===== src/rtl/pc_sequencer_pkg.sv =====
// Shared types and defaults for the program-counter sequencer slice.
package pc_seq_pkg;

  localparam int PC_W_DEF        = 6;
  localparam int STACK_DEPTH_DEF = 4;
  localparam int RESET_VEC_DEF   = 0;

  typedef enum logic [1:0] {BOOT, RUN, HALT, FAULT} seq_state_t;

  typedef enum logic [2:0] {HOLD, INC, BRANCH, JUMP, CALL, RET, VEC} pc_sel_t;

  // Occupancy counter must reach DEPTH itself, hence the extra bit.
  function automatic int sp_width(input int depth);
    return $clog2(depth) + 1;
  endfunction

endpackage


===== src/rtl/pc_sequencer_if.sv =====
// Control/status bundle between decode/branch logic and the PC sequencer.
interface pc_sequencer_if
  import pc_seq_pkg::*;
#(
  parameter int PC_W        = PC_W_DEF,
  parameter int STACK_DEPTH = STACK_DEPTH_DEF
);
  localparam int SP_W = sp_width(STACK_DEPTH);

  logic [PC_W-1:0] pc_cur;
  logic [PC_W-1:0] pc_next;
  logic            stall;
  logic            branch_taken;
  logic [PC_W-1:0] branch_off;
  logic            jump;
  logic            call;
  logic [PC_W-1:0] target;
  logic            ret;
  logic            halt;
  logic            resume;
  logic            fetch_valid;
  logic            halted;
  logic            fault;
  logic [SP_W-1:0] sp;

  modport master (
    output pc_cur, stall, branch_taken, branch_off, jump, call, target,
           ret, halt, resume,
    input  pc_next, fetch_valid, halted, fault, sp
  );

  modport slave (
    input  pc_cur, stall, branch_taken, branch_off, jump, call, target,
           ret, halt, resume,
    output pc_next, fetch_valid, halted, fault, sp
  );

endinterface


===== src/rtl/pc_sequencer_ret_stack.sv =====
// Return-address LIFO; push/pop are trusted, the caller guards full/empty.
module ret_stack #(
  parameter int WIDTH = 6,
  parameter int DEPTH = 4,
  parameter int SP_W  = $clog2(DEPTH) + 1
) (
  input  logic             clk,
  input  logic             rst,
  input  logic             push,
  input  logic             pop,
  input  logic [WIDTH-1:0] din,
  output logic [WIDTH-1:0] top,
  output logic [SP_W-1:0]  sp,
  output logic             full,
  output logic             empty
);
  localparam int AW = (DEPTH > 1) ? $clog2(DEPTH) : 1;

  logic [WIDTH-1:0] mem [DEPTH];
  logic [AW-1:0]    wr_idx;
  logic [AW-1:0]    top_idx;

  assign wr_idx  = AW'(sp);
  assign top_idx = AW'(sp - SP_W'(1));
  assign top     = mem[top_idx];
  assign full    = (sp == SP_W'(DEPTH));
  assign empty   = (sp == '0);

  always_ff @(posedge clk) begin
    if (rst) begin
      sp <= '0;
    end else if (push) begin
      mem[wr_idx] <= din;
      sp          <= sp + SP_W'(1);
    end else if (pop) begin
      sp <= sp - SP_W'(1);
    end
  end

endmodule


===== src/rtl/pc_sequencer.sv =====
// Next-PC selection with boot/run/halt/fault sequencing and a call/return stack.
module pc_sequencer
  import pc_seq_pkg::*;
#(
  parameter int PC_W        = PC_W_DEF,
  parameter int STACK_DEPTH = STACK_DEPTH_DEF,
  parameter int RESET_VEC   = RESET_VEC_DEF
) (
  input  logic          clk,
  input  logic          rst,
  pc_sequencer_if.slave bus
);
  localparam int SP_W = sp_width(STACK_DEPTH);

  seq_state_t      state, state_nx;
  pc_sel_t         sel;
  logic            push, pop, fault_set, fault_q;
  logic            stk_full, stk_empty;
  logic [PC_W-1:0] stk_top, inc_pc;
  logic [SP_W-1:0] stk_sp;

  assign inc_pc = bus.pc_cur + PC_W'(1);

  ret_stack #(
    .WIDTH (PC_W),
    .DEPTH (STACK_DEPTH),
    .SP_W  (SP_W)
  ) u_stack (
    .clk   (clk),
    .rst   (rst),
    .push  (push),
    .pop   (pop),
    .din   (inc_pc),
    .top   (stk_top),
    .sp    (stk_sp),
    .full  (stk_full),
    .empty (stk_empty)
  );

  // Reset is folded into the select so pc_next shows RESET_VEC in the reset cycle.
  always_comb begin
    sel       = HOLD;
    push      = 1'b0;
    pop       = 1'b0;
    fault_set = 1'b0;
    state_nx  = state;
    if (rst) begin
      sel = VEC;
    end else begin
      unique case (state)
        BOOT: begin
          sel      = VEC;
          state_nx = RUN;
        end
        RUN: begin
          if (bus.halt) begin
            state_nx = HALT;
          end else if (bus.stall) begin
            sel = HOLD;
          end else if (bus.ret) begin
            if (stk_empty) begin
              fault_set = 1'b1;
              state_nx  = FAULT;
            end else begin
              sel = RET;
              pop = 1'b1;
            end
          end else if (bus.call) begin
            if (stk_full) begin
              fault_set = 1'b1;
              state_nx  = FAULT;
            end else begin
              sel  = CALL;
              push = 1'b1;
            end
          end else if (bus.jump) begin
            sel = JUMP;
          end else if (bus.branch_taken) begin
            sel = BRANCH;
          end else begin
            sel = INC;
          end
        end
        HALT: begin
          if (bus.resume && !bus.halt) state_nx = RUN;
        end
        FAULT: begin
          state_nx = FAULT;
        end
        default: state_nx = BOOT;
      endcase
    end
  end

  // Same-width add wraps modulo 2^PC_W, which is exactly a sign-extended offset.
  always_comb begin
    unique case (sel)
      INC:         bus.pc_next = inc_pc;
      BRANCH:      bus.pc_next = bus.pc_cur + bus.branch_off;
      JUMP, CALL:  bus.pc_next = bus.target;
      RET:         bus.pc_next = stk_top;
      VEC:         bus.pc_next = PC_W'(RESET_VEC);
      default:     bus.pc_next = bus.pc_cur;
    endcase
  end

  assign bus.fetch_valid = !rst && (state == RUN);
  assign bus.halted      = !rst && (state == HALT);
  assign bus.fault       = fault_q;
  assign bus.sp          = stk_sp;

  always_ff @(posedge clk) begin
    if (rst) begin
      state   <= BOOT;
      fault_q <= 1'b0;
    end else begin
      state <= state_nx;
      if (fault_set) fault_q <= 1'b1;
    end
  end

endmodule


===== src/flat_wrapper.sv =====
// flat-port wrapper written by rule: the top's interface ports become plain ports
module pc_sequencer_flat import pc_seq_pkg::*;
#(
  parameter int PC_W        = PC_W_DEF,
  parameter int STACK_DEPTH = STACK_DEPTH_DEF,
  parameter int RESET_VEC   = RESET_VEC_DEF
)
  (clk, rst, bus_pc_cur, bus_stall, bus_branch_taken, bus_branch_off, bus_jump, bus_call, bus_target, bus_ret, bus_halt, bus_resume, bus_pc_next, bus_fetch_valid, bus_halted, bus_fault, bus_sp);
  pc_sequencer_if #(.PC_W(PC_W), .STACK_DEPTH(STACK_DEPTH)) bus_i ();
  input  logic clk;
  input  logic rst;
  input wire logic [$bits(bus_i.pc_cur)-1:0] bus_pc_cur;
  input wire logic [$bits(bus_i.stall)-1:0] bus_stall;
  input wire logic [$bits(bus_i.branch_taken)-1:0] bus_branch_taken;
  input wire logic [$bits(bus_i.branch_off)-1:0] bus_branch_off;
  input wire logic [$bits(bus_i.jump)-1:0] bus_jump;
  input wire logic [$bits(bus_i.call)-1:0] bus_call;
  input wire logic [$bits(bus_i.target)-1:0] bus_target;
  input wire logic [$bits(bus_i.ret)-1:0] bus_ret;
  input wire logic [$bits(bus_i.halt)-1:0] bus_halt;
  input wire logic [$bits(bus_i.resume)-1:0] bus_resume;
  output wire logic [$bits(bus_i.pc_next)-1:0] bus_pc_next;
  output wire logic [$bits(bus_i.fetch_valid)-1:0] bus_fetch_valid;
  output wire logic [$bits(bus_i.halted)-1:0] bus_halted;
  output wire logic [$bits(bus_i.fault)-1:0] bus_fault;
  output wire logic [$bits(bus_i.sp)-1:0] bus_sp;
  assign bus_i.pc_cur = bus_pc_cur;
  assign bus_i.stall = bus_stall;
  assign bus_i.branch_taken = bus_branch_taken;
  assign bus_i.branch_off = bus_branch_off;
  assign bus_i.jump = bus_jump;
  assign bus_i.call = bus_call;
  assign bus_i.target = bus_target;
  assign bus_i.ret = bus_ret;
  assign bus_i.halt = bus_halt;
  assign bus_i.resume = bus_resume;
  assign bus_pc_next = bus_i.pc_next;
  assign bus_fetch_valid = bus_i.fetch_valid;
  assign bus_halted = bus_i.halted;
  assign bus_fault = bus_i.fault;
  assign bus_sp = bus_i.sp;
  pc_sequencer #(.PC_W(PC_W), .STACK_DEPTH(STACK_DEPTH), .RESET_VEC(RESET_VEC)) u_core (.clk(clk), .rst(rst), .bus(bus_i));
endmodule

===== config.mk =====
export PLATFORM = sky130hd
export DESIGN_NAME = pc_sequencer_flat
export DESIGN_NICKNAME = d
export VERILOG_FILES = /design/src/rtl/pc_sequencer_pkg.sv /design/src/rtl/pc_sequencer_if.sv /design/src/rtl/pc_sequencer_ret_stack.sv /design/src/rtl/pc_sequencer.sv /design/src/flat_wrapper.sv
export SDC_FILE = /design/constraint.sdc
export NUM_CORES = 1
export LEC_CHECK = 0
export BUFFER_PORTS_ARGS = -buffer_cell sky130_fd_sc_hd__clkbuf_2
export CAP_MARGIN = 20
export CORE_MARGIN = 5
export CORE_UTILIZATION = 49
export CTS_CLUSTER_DIAMETER = 40
export DETAILED_ROUTE_END_ITERATION = 16
export PLACE_DENSITY_LB_ADDON = 0.15
export SETUP_SLACK_MARGIN = 0.15
export SKIP_LAST_GASP = 1
export SLEW_MARGIN = 20
export SYNTH_ARGS = -nofsm -noshare
export SYNTH_HDL_FRONTEND = slang
export SYNTH_SLANG_ARGS = --single-unit

===== constraint.sdc =====
create_clock -name clk -period 3.27 [get_ports clk]
set_input_delay 0.8175 -clock clk [delete_from_list [all_inputs] [get_ports clk]]
set_output_delay 0.8175 -clock clk [all_outputs]
set_load 0.02 [all_outputs]

==> results of run 1 <==
[final cells by class]
type / count / area, um2 / share of cell area, %
sequential: 30 / 840.8 / 30.05
clock inverter: 3 / 16.27 / 0.5814
inverter: 8 / 30.03 / 1.073
timing repair buffer: 80 / 573.1 / 20.48
multi-input combinational: 132 / 1206 / 43.11
tap: 50 / 62.56 / 2.236
clock buffer: 5 / 68.82 / 2.460
[worst paths after layout]
path | endpoint | slack (ps) | depth (start not counted)
worst max-delay path | bus_pc_next[4] | -70 | 9
worst min-delay path | u_core.bus.fault$_SDFFE_PP0P_ | 490 | 2
worst max register to register | u_core.u_stack.mem[0][2]$_DFFE_PP_ | 920 | 10
worst min register to register | u_core.bus.fault$_SDFFE_PP0P_ | 490 | 2
[per-layer routing]
| metal | global-route usage (%) | share of wire (%) |
|---|---|---|
| met5 | 0 | 0 |
| met4 | 4.918 | 0.75 |
| met3 | 5.647 | 4.6 |
| met2 | 34.56 | 53 |
| met1 | 23.55 | 42 |
[placed cells by master, fill, tap and decap left out, types with 2 or more instances in the layout]
cell / count
a21oi_1: 10
xnor2_1: 8
o21ai_2: 2
inv_1: 8
nand2b_1: 3
nand2_1: 7
ha_1: 9
dfxtp_1: 6
a32oi_2: 2
mux4_2: 6
buf_4: 40
nand3_1: 3
nor3b_1: 2
nor3_2: 2
a211o_1: 2
o21ai_0: 6
edfxtp_1: 24
ha_4: 2
clkbuf_8: 9
and2_1: 2
nand3b_1: 2
nor2_2: 2
nor2_1: 15
buf_6: 6
a32oi_1: 2
mux2i_1: 2
nor3_1: 3
xor2_1: 3
clkbuf_2: 30
or2_2: 2
a21o_1: 2
[sequential cells by signal, summed over array words and instances, names as in the netlist]
register and flops:
u_core.u_stack.mem 24, u_core.u_stack.sp 3, u_core.state 2, u_core.bus.fault 1
[power by group through the flow]
stage	registers, mW	logic [mW]	clock network, mW
6_report	0.434	0.288	0.287
5_1_grt	0.436	0.309	0.313
4_1_cts	0.434	0.259	0.291
3_5_place_dp	0.443	0.236	0
3_3_place_gp	0.442	0.232	0
2_1_floorplan	0.443	0.142	0
[what timing repair did]
| action | CTS | global route |
|---|---|---|
| pin swaps | 9 | 9 |
| setup endpoints to repair | 6 | 6 |
| buffers inserted | 4 | 6 |
| gates resized for setup | 19 | 22 |
| gates cloned | 0 | 0 |
[cells by family after synthesis]
| logic type | Yosys count |
|---|---|
| xor+xnor | 12 |
| compound gates | 44 |
| simple gates | 54 |
| mux | 10 |
| fa+ha+maj | 12 |
| buf+inv | 14 |
| flops | 30 |
[critical path, cell delays in order]
cell	delay, ps
clkbuf_8	130
ha_4	160
fa_2	330
a21o_1	190
a21oi_2	130
xor2_1	170
o22ai_1	90
a221o_1	360
clkbuf_8	160
[per-stage QoR]
step           utilization, %  TNS (ps)
4_1_cts                 67.97    -220.3
5_1_grt                 71.48    -459.5
2_1_floorplan               -         0
3_3_place_gp            62.63    -257.4
3_5_place_dp            62.63    -384.9
6_report                71.48    -198.7
==> results.py, run 1 <==
metrics = {
    "outcome": {
        "status": "complete, but fails checks",
        "violations": "negative setup slack",
    },
    "clock_network": {
        "cts_hold_buf": 0,
        "clockRootBuffer": "clkbuf_8",
        "cts.sinks": 30,
        "cts_buffer_depth": 2,
        "clkTransAtPathRegs_ps": 70,
        "htreeDepth": 2,
        "cts_tree": "yes",
        "cts_buffers": 5,
        "insertion_delay_ps": 280,
    },
    "cells_and_area": {
        "drive_above_1_share_pct": 48.45,
        "syn_to_final_growth_pct": 43.79,
        "finalNetCount": 296,
        "num-fill-cells": 321,
        "antenna_cells": 0,
        "final_area_um2": 2798,
        "fin_cells": 308,
    },
    "detailed_routing": {
        "wl_um": 5063,
        "viasPerCell": 5.523,
        "drtAntennaViolNets": 0,
        "drt_first_iter_violations": 133,
        "num_vias": 1701,
        "firstDrtPassIters": 4,
        "drcViolationCount": 0,
        "wl_per_cell_um": 16.44,
    },
    "synthesis": {
        "synth_commonest_cells": "edfxtp_1, nor2_1, a21oi_1, ha_1, o21ai_0",
        "synth_most_common_cell": "edfxtp_1",
        "synth_top_family_by_area": "compound AO/OA/AOI/OAI gates",
        "ys_top_cells_by_area": "edfxtp_1, ha_1, mux4_2, dfxtp_1, xnor2_1",
        "syn_nets": 215,
        "synth_cells": 176,
        "ys_seq_area_share_pct": 43.22,
        "synth-edff-count": 24,
        "synth_ff_type": "edfxtp_1",
        "syn_area_per_cell_um2": 11.05,
        "synth_warnings": 0,
        "synthAdderAreaFrac_pct": 8.103,
        "yosys.area_share.simple_pct": 15.50,
        "synth-compound-area-share_pct": 15.69,
        "synthDistinctLibCells": 50,
        "ys_ff_latch": 30,
        "yosysTopAreaCell": "edfxtp_1",
        "synthMuxAreaShare_pct": 9.068,
        "synth_top_area_share_pct": 37.04,
        "syn-cell-area_um2": 1946,
        "async_flop_share_pct": 0,
        "synth_xor_area_share_pct": 5.402,
    },
    "floorplan": {
        "coreArea_um2": 3914,
        "start_util_pct": 49.71,
        "chipHeight_um": 73.02,
        "die_w_um": 73.02,
        "num_rows": 23,
        "ios": 39,
        "die_area_um2": 5331,
    },
    "power_and_ir_drop": {
        "powerDensity_nw_per_um2": 360.9,
        "swShare_pct": 29.25,
        "leakagePower_nw": 1.145,
        "clkPwrFrac_pct": 28.5,
        "comb_power_share_pct": 28.5,
        "p_sw_mw": 0.2953,
        "power_mw": 1.010,
        "seqPwrFrac_pct": 43.0,
        "vdd_drop_max_uv": 325.4,
        "internal-power_mw": 0.7144,
    },
    "placed_design": {
        "placed_area_um2": 2451,
        "dp_hpwl_um": 3647,
        "place_inst": 290,
        "globalplace.congestion": 0.9242,
        "dp_slack_ps": -151.1,
        "io_buffers": 38,
    },
    "sta": {
        "rsz0062_at_grt": "yes",
        "clock.fmax_ghz": 0.2995,
        "clock_skew_ps": 9.273,
        "final_max_slew_viol_count": 0,
        "setup_viol": 3,
        "period_share_pct": 102.1,
        "postLayoutSetupSlackWorst_ps": -68.50,
        "max_slew_margin_pct": 68.84,
        "hold_violations": 0,
        "hold_ws_ps": 486.4,
        "min_period_ps": 3339,
        "worstMarginPinSlew_ps": 465.6,
    },
    "setup_path": {
        "crit_type": "in2out",
        "critical_path_arrival_ps": 2520,
        "r2r_start": "u_core.u_stack.sp[1]$_SDFFE_PP0P_",
        "crit_start": "bus_pc_cur[0]",
        "critPathMaxFanout": 2,
        "end_kind": "primary output",
        "worstSetupStartpointType": "input port",
        "cp.required_ps": 2450,
    },
    "run": {
        "maxCapViolCount": 0,
    },
    "grt": {
        "overflow": 0,
        "antenna_found_initial": 0,
        "first_global_vias": 1685,
        "grt_max_degree": 11,
        "track_usage_pct": 19.69,
        "grt_pass1_wl_um": 7997,
    },
    "worst_hold_path": {
        "hp-class": "reg2reg",
        "hp-start": "u_core.bus.fault$_SDFFE_PP0P_",
    },
}
Power figures use the tool's default switching activity.
==> inputs of run 2 (changes only) <==
--- a/config.mk
+++ b/config.mk
@@ -12,3 +12,5 @@
 export CTS_CLUSTER_DIAMETER = 40
+export CTS_CLUSTER_SIZE = 10
 export DETAILED_ROUTE_END_ITERATION = 16
+export MAX_ROUTING_LAYER = met4
 export PLACE_DENSITY_LB_ADDON = 0.15
==> constraint.sdc (replaced) <==
create_clock -name clk -period 3.27 [get_ports clk]
set_input_delay 0.1635 -clock clk [delete_from_list [all_inputs] [get_ports clk]]
set_output_delay 0.1635 -clock clk [all_outputs]
set_load 0.02 [all_outputs]
==> run 2 against run 1 <==
  * The run now ends clean
  * Routed wire length shrank 13%
  * Clock skew shrank 7.6 ps
  * First-iteration DRC count down 39%
  * Setup slack improved by 480 ps
  * Fmax up 17%
  * Clock power is 23% higher
  * Cell count is 14% lower
  * Register-to-register slack got worse by 160 ps
  * Non-clock buffer count decreased by 41
  * Flip-flop and latch count unchanged
  * Die area is the same
==> results.py, run 2 (same netlist as run 1, synthesis figures left out) <==
metrics = {
    "outcome": {
        "status": "complete, no violations",
    },
    "sta": {
        "max_slew_margin_pct": 54.82,
        "final_max_slew_viol_count": 0,
        "setup_viol": 0,
        "hold_ws_ps": 190.0,
        "clock_skew_ps": 1.655,
        "tns_ps": 0,
        "clock.fmax_ghz": 0.3494,
        "period_share_pct": 87.51,
        "worstMarginPinSlew_ps": 674.6,
        "rsz0062_at_grt": "no",
        "hold_violations": 0,
        "min_period_ps": 2862,
    },
    "setup_path": {
        "crit_type": "reg2out",
        "cp.required_ps": 3110,
        "critPathMaxFanout": 9,
        "worstSetupStartpointType": "register",
        "end_kind": "primary output",
        "ff2ff_path_depth": 6,
        "critical_path_arrival_ps": 2700,
    },
    "clock_network": {
        "cts_buffers": 5,
        "cts_tree": "yes",
        "cts_hold_buf": 0,
        "clockRootBuffer": "clkbuf_8",
        "htreeDepth": 2,
        "cts_resized": 0,
        "insertion_delay_ps": 280,
        "cts_setup_buffers": 0,
        "cts.sinks": 30,
        "clkTransAtPathRegs_ps": 60,
        "cts_buffer_depth": 2,
    },
    "floorplan": {
        "chipHeight_um": 73.02,
        "coreArea_um2": 3914,
        "num_rows": 23,
        "die_area_um2": 5331,
        "die_w_um": 73.02,
        "start_util_pct": 49.71,
        "ios": 39,
    },
    "grt": {
        "first_global_vias": 1565,
        "track_usage_pct": 18.33,
        "antenna_found_initial": 0,
        "grt_max_degree": 11,
        "grt_pass1_wl_um": 7224,
        "overflow": 0,
    },
    "detailed_routing": {
        "wl_met3_um": 350,
        "drcViolationCount": 0,
        "num_vias": 1547,
        "routedLengthMet1_um": 1916,
        "dr_wl_met2_um": 2039,
        "wl_um": 4380,
        "drt_first_iter_violations": 81,
        "firstDrtPassIters": 4,
        "top_layer_used": "met4",
        "drtAntennaViolNets": 0,
        "wl_per_cell_um": 16.47,
        "viasPerCell": 5.816,
    },
    "placed_design": {
        "globalplace.congestion": 0.8969,
        "placed_area_um2": 2177,
        "dp_hpwl_um": 3351,
        "place_inst": 259,
        "io_buffers": 38,
    },
    "power_and_ir_drop": {
        "leakagePower_nw": 0.9007,
        "power_mw": 0.9844,
        "vdd_drop_max_uv": 279.5,
        "powerDensity_nw_per_um2": 430.9,
    },
    "run": {
        "maxCapViolCount": 0,
    },
    "cells_and_area": {
        "antenna_cells": 0,
        "reg_top3": "u_core.u_stack.mem (24), u_core.u_stack.sp (3), u_core.state (2)",
        "final_area_um2": 2285,
        "drive_above_1_share_pct": 28.70,
        "top_register": "u_core.u_stack.mem",
        "most-common-layout-cells": "clkbuf_2, edfxtp_1, nor2_1",
        "final_common_cell": "clkbuf_2",
        "largest_register_ffs": 24,
        "fin_cells": 266,
        "finalNetCount": 255,
        "syn_to_final_growth_pct": 17.43,
    },
    "worst_hold_path": {
        "min_path_cells": 2,
        "hp-class": "in2reg",
    },
}
[run 2: changes by cell type in the layout (fill, tap and decap cells not counted), moves of 3 or more]
cell | previous run | this run
buf_4 | 40 | 1
buf_6 | 6 | 0
clkbuf_2 | 30 | 38
clkbuf_8 | 9 | 5
o21ai_0 | 6 | 9
[run 2: worst paths after layout]
check        slack [ps]                         startpoint                            endpoint
min                 190                                rst   u_core.u_stack.sp[2]$_SDFFE_PP0P_
max                 410  u_core.u_stack.sp[1]$_SDFFE_PP0P_                      bus_pc_next[4]
max reg2reg         760  u_core.u_stack.sp[1]$_SDFFE_PP0P_  u_core.u_stack.mem[2][0]$_DFFE_PP_
min reg2reg         490      u_core.bus.fault$_SDFFE_PP0P_       u_core.bus.fault$_SDFFE_PP0P_
[run 2: power by group]
part	switching [mW]	leakage [nW]	internal [mW]
Sequential	0.00731	0.266	0.426
Clock	0.133	0.0517	0.220
Combinational	0.118	0.583	0.0807
Total	0.258	0.901	0.727
[run 2: final cells by class]
type                    instances  area, um2
clock buffers                   5      68.82
clock inverters                 2      33.78
fillers                       351       1629
inverters                       8      30.03
multi-input cells             132       1051
flip-flops and latches         30      840.8
well taps                      50      62.56
repair buffers                 39      197.7
[run 2: critical path, stage by stage, from the launching register on]
cell      delay (ps)
dfxtp_1          340
inv_1            130
ha_1             250
a21boi_0         140
o211a_1          350
o221ai_2         360
o21ai_0          310
a221o_1          370
clkbuf_2         160
[run 2: per-stage QoR]
stage,setup slack [ps],utilization [%]
final,408.3,58.38
after global routing,183.9,58.38
after CTS,407.5,58.25
after detailed placement,710.7,55.63
after global placement,801.6,55.63
after floorplan,418.6,-
[run 2: routing by layer]
layer	track usage [%]	vias up
li1	-	746
met1	23.70	732
met2	28.40	64
met3	4.132	5
met4	6.148	0
met5	-	-
==> inputs of run 3 (changes only) <==
Settings changed: ABC_AREA from default to 1, CORE_UTILIZATION 49 to 50, HOLD_SLACK_MARGIN from default to 0.15, SKIP_CTS_REPAIR_TIMING from default to 1.
==> run 3 against run 2 <==
  * Hold slack got worse by 25 ps
  * Sequential power fell by 2%
  * Critical path type unchanged
  * Die area rose by 1.4%
  * Clock-buffer cell count did not move
  * Fmax rose by 13%
  * Largest power group unchanged
  * Design area rose by 3.7%
  * Synthesized cell count rose by 40%
==> results.py, run 3 <==
metrics = {
    "clock_network": {
        "cts_tree": "yes",
        "cts_buffer_depth": 2,
        "clockRootBuffer": "clkbuf_8",
        "clkTransAtPathRegs_ps": 70,
        "htreeDepth": 2,
        "cts.sinks": 30,
        "cts_buffers": 5,
        "insertion_delay_ps": 280,
    },
    "setup_path": {
        "worstSetupStartpointType": "register",
        "end_kind": "primary output",
        "crit_type": "reg2out",
        "path_cells": "inv_1, ha_1, a21oi_1, nand3_1, a211oi_1, nor2_1, nand3_1, clkbuf_2",
        "critical_path_arrival_ps": 2370,
        "crit_top_cell": "nand3_1",
        "cp_num_buf_inv": 2,
        "slowest_stage": "a211oi_1",
        "crit_family": "compound AO/OA/AOI/OAI gates",
        "critPathMaxFanout": 15,
        "cp.required_ps": 3110,
        "cp_slowest_stage_delay_ps": 350,
    },
    "synthesis": {
        "synth_top_area_share_pct": 35.71,
        "synth_most_common_cell": "nand2_1",
        "synthDistinctLibCells": 26,
        "synth_warnings": 0,
        "synth-edff-count": 24,
        "synth_commonest_cells": "nand2_1, nor2_1, edfxtp_1, inv_1, nand3_1",
        "async_flop_share_pct": 0,
        "ys_ff_latch": 30,
        "synth_cells": 247,
        "yosysTopAreaCell": "edfxtp_1",
        "syn_nets": 286,
        "syn-cell-area_um2": 2018,
        "syn_area_per_cell_um2": 8.171,
        "ys_top_cells_by_area": "edfxtp_1, nand2_1, ha_1, dfxtp_1, nor2_1",
        "ys_seq_area_share_pct": 41.66,
        "synth_ff_type": "edfxtp_1",
    },
    "cells_and_area": {
        "regArea_um2": 840.8,
        "antenna_cells": 0,
        "most-common-layout-cells": "nand2_1, clkbuf_2, nor2_1",
        "drive_above_1_share_pct": 25.09,
        "finalNetCount": 330,
        "fin_cells": 341,
        "num-fill-cells": 363,
        "largest_register_ffs": 24,
        "final_common_cell": "nand2_1",
        "reg_top3": "u_core.u_stack.mem (24), u_core.u_stack.sp (3), u_core.state (2)",
        "multiInputGateArea_um2": 1051,
        "top_register": "u_core.u_stack.mem",
        "syn_to_final_growth_pct": 17.42,
    },
    "power_and_ir_drop": {
        "internal-power_mw": 0.7097,
        "powerDensity_nw_per_um2": 412.9,
        "comb_power_share_pct": 20.1,
        "clkPwrFrac_pct": 36.6,
        "seqPwrFrac_pct": 43.3,
        "vdd_drop_max_uv": 229.2,
        "swShare_pct": 27.47,
        "p_sw_mw": 0.2689,
        "leakagePower_nw": 1.118,
        "power_mw": 0.9786,
    },
    "placed_design": {
        "globalplace.congestion": 0.8066,
        "dp_slack_ps": 998.1,
        "io_buffers": 38,
        "dp_hpwl_um": 3448,
        "place_inst": 333,
    },
    "floorplan": {
        "coreArea_um2": 3943,
        "die_w_um": 73.53,
        "start_util_pct": 51.19,
        "num_rows": 23,
        "die_area_um2": 5407,
        "ios": 39,
        "chipHeight_um": 73.53,
    },
    "detailed_routing": {
        "num_vias": 1755,
        "drcViolationCount": 0,
        "dr_wl_met2_um": 2116,
        "drtAntennaViolNets": 0,
        "routedLengthMet1_um": 2022,
        "viasPerCell": 5.147,
        "drt_first_iter_violations": 101,
        "wl_per_cell_um": 13.01,
        "firstDrtPassIters": 4,
        "wl_met3_um": 219,
        "top_layer_used": "met4",
        "wl_um": 4438,
    },
    "sta": {
        "clock_skew_ps": 4.495,
        "period_share_pct": 77.62,
        "clock.fmax_ghz": 0.3940,
        "hold_violations": 0,
        "rsz0062_at_grt": "no",
        "tns_ps": 0,
        "max_slew_margin_pct": 57.47,
        "hold_ws_ps": 164.6,
        "postLayoutSetupSlackWorst_ps": 731.7,
        "min_period_ps": 2538,
        "setup_viol": 0,
        "worstMarginPinSlew_ps": 635.6,
        "final_max_slew_viol_count": 0,
    },
    "grt": {
        "antenna_found_initial": 0,
        "grt_max_degree": 18,
        "first_global_vias": 1727,
        "overflow": 0,
        "grt_pass1_wl_um": 7721,
        "track_usage_pct": 19.32,
    },
    "run": {
        "maxCapViolCount": 0,
    },
    "worst_hold_path": {
        "hp-class": "in2reg",
    },
    "outcome": {
        "status": "complete, no violations",
    },
}
-- run 3: cell count changes after synthesis, sizes merged, moves of 10 or more --
| cell | previous run | this run |
|---|---|---|
| a21oi | 11 | 21 |
| nor2 | 17 | 40 |
| nand2 | 8 | 56 |
| inv | 8 | 27 |
| nand3 | 3 | 30 |
-- run 3: cells by family (layout without fill, tap and decap cells) --
| logic type | Yosys count | after routing | synth area share [%] |
|---|---|---|---|
| and+or+nand+nor | 128 | 128 | 30.38 |
| buffers and inverters | 31 | 75 | 6.261 |
| DFF | 30 | 30 | 41.66 |
| adders and majority gates | 12 | 12 | 7.811 |
| AOI/OAI and AO/OA | 37 | 37 | 9.982 |
| xor gates and xnor gates | 9 | 9 | 3.906 |
-- run 3: power by group through the flow --
stage | Clock, mW | Sequential (mW) | Combinational, mW
final | 0.358 | 0.424 | 0.197
after global routing | 0.378 | 0.425 | 0.223
after CTS | 0.360 | 0.424 | 0.197
after detailed placement | 0 | 0.432 | 0.196
after global placement | 0 | 0.432 | 0.193
after floorplan | 0 | 0.434 | 0.137
-- run 3: final timing paths --
check / from / end / slack, ps / depth (start not counted)
setup / recovery: u_core.u_stack.sp[0]$_SDFFE_PP0P_ / bus_pc_next[0] / 730 / 8
setup reg to reg: u_core.u_stack.sp[0]$_SDFFE_PP0P_ / u_core.u_stack.mem[3][2]$_DFFE_PP_ / 1010 / 7
hold / removal: bus_resume / u_core.state[0]$_SDFFE_PP0P_ / 160 / 3
hold reg to reg: u_core.bus.fault$_SDFFE_PP0P_ / u_core.bus.fault$_SDFFE_PP0P_ / 480 / 2
-- run 3: worst min-delay path, stage by stage --
cell      delay (ps)
clkbuf_2          70
a21oi_1           70
nor2_1           100
-- run 3: through the flow --
step                      util, %  instance area, um2
after CTS                   59.85                2360
final                       60.11                2370
after global routing        60.11                2370
after global placement      57.25                2257
after detailed placement    57.25                2257
after floorplan                 -                2018
-- run 3: metal layers --
metal / track usage, % / up-vias
li1: - / 908
met1: 25.39 / 795
met2: 28.84 / 44
met3: 3.967 / 8
met4: 8.249 / 0
met5: - / -
-- run 3: final cells by class --
type / instances / share of cell area (%)
multi-input combinational: 186 / 44.35
sequential: 30 / 35.48
clock buffer: 5 / 2.904
timing repair buffer: 40 / 8.765
tap: 50 / 2.640
clock inverter: 2 / 1.426
inverter: 28 / 4.435
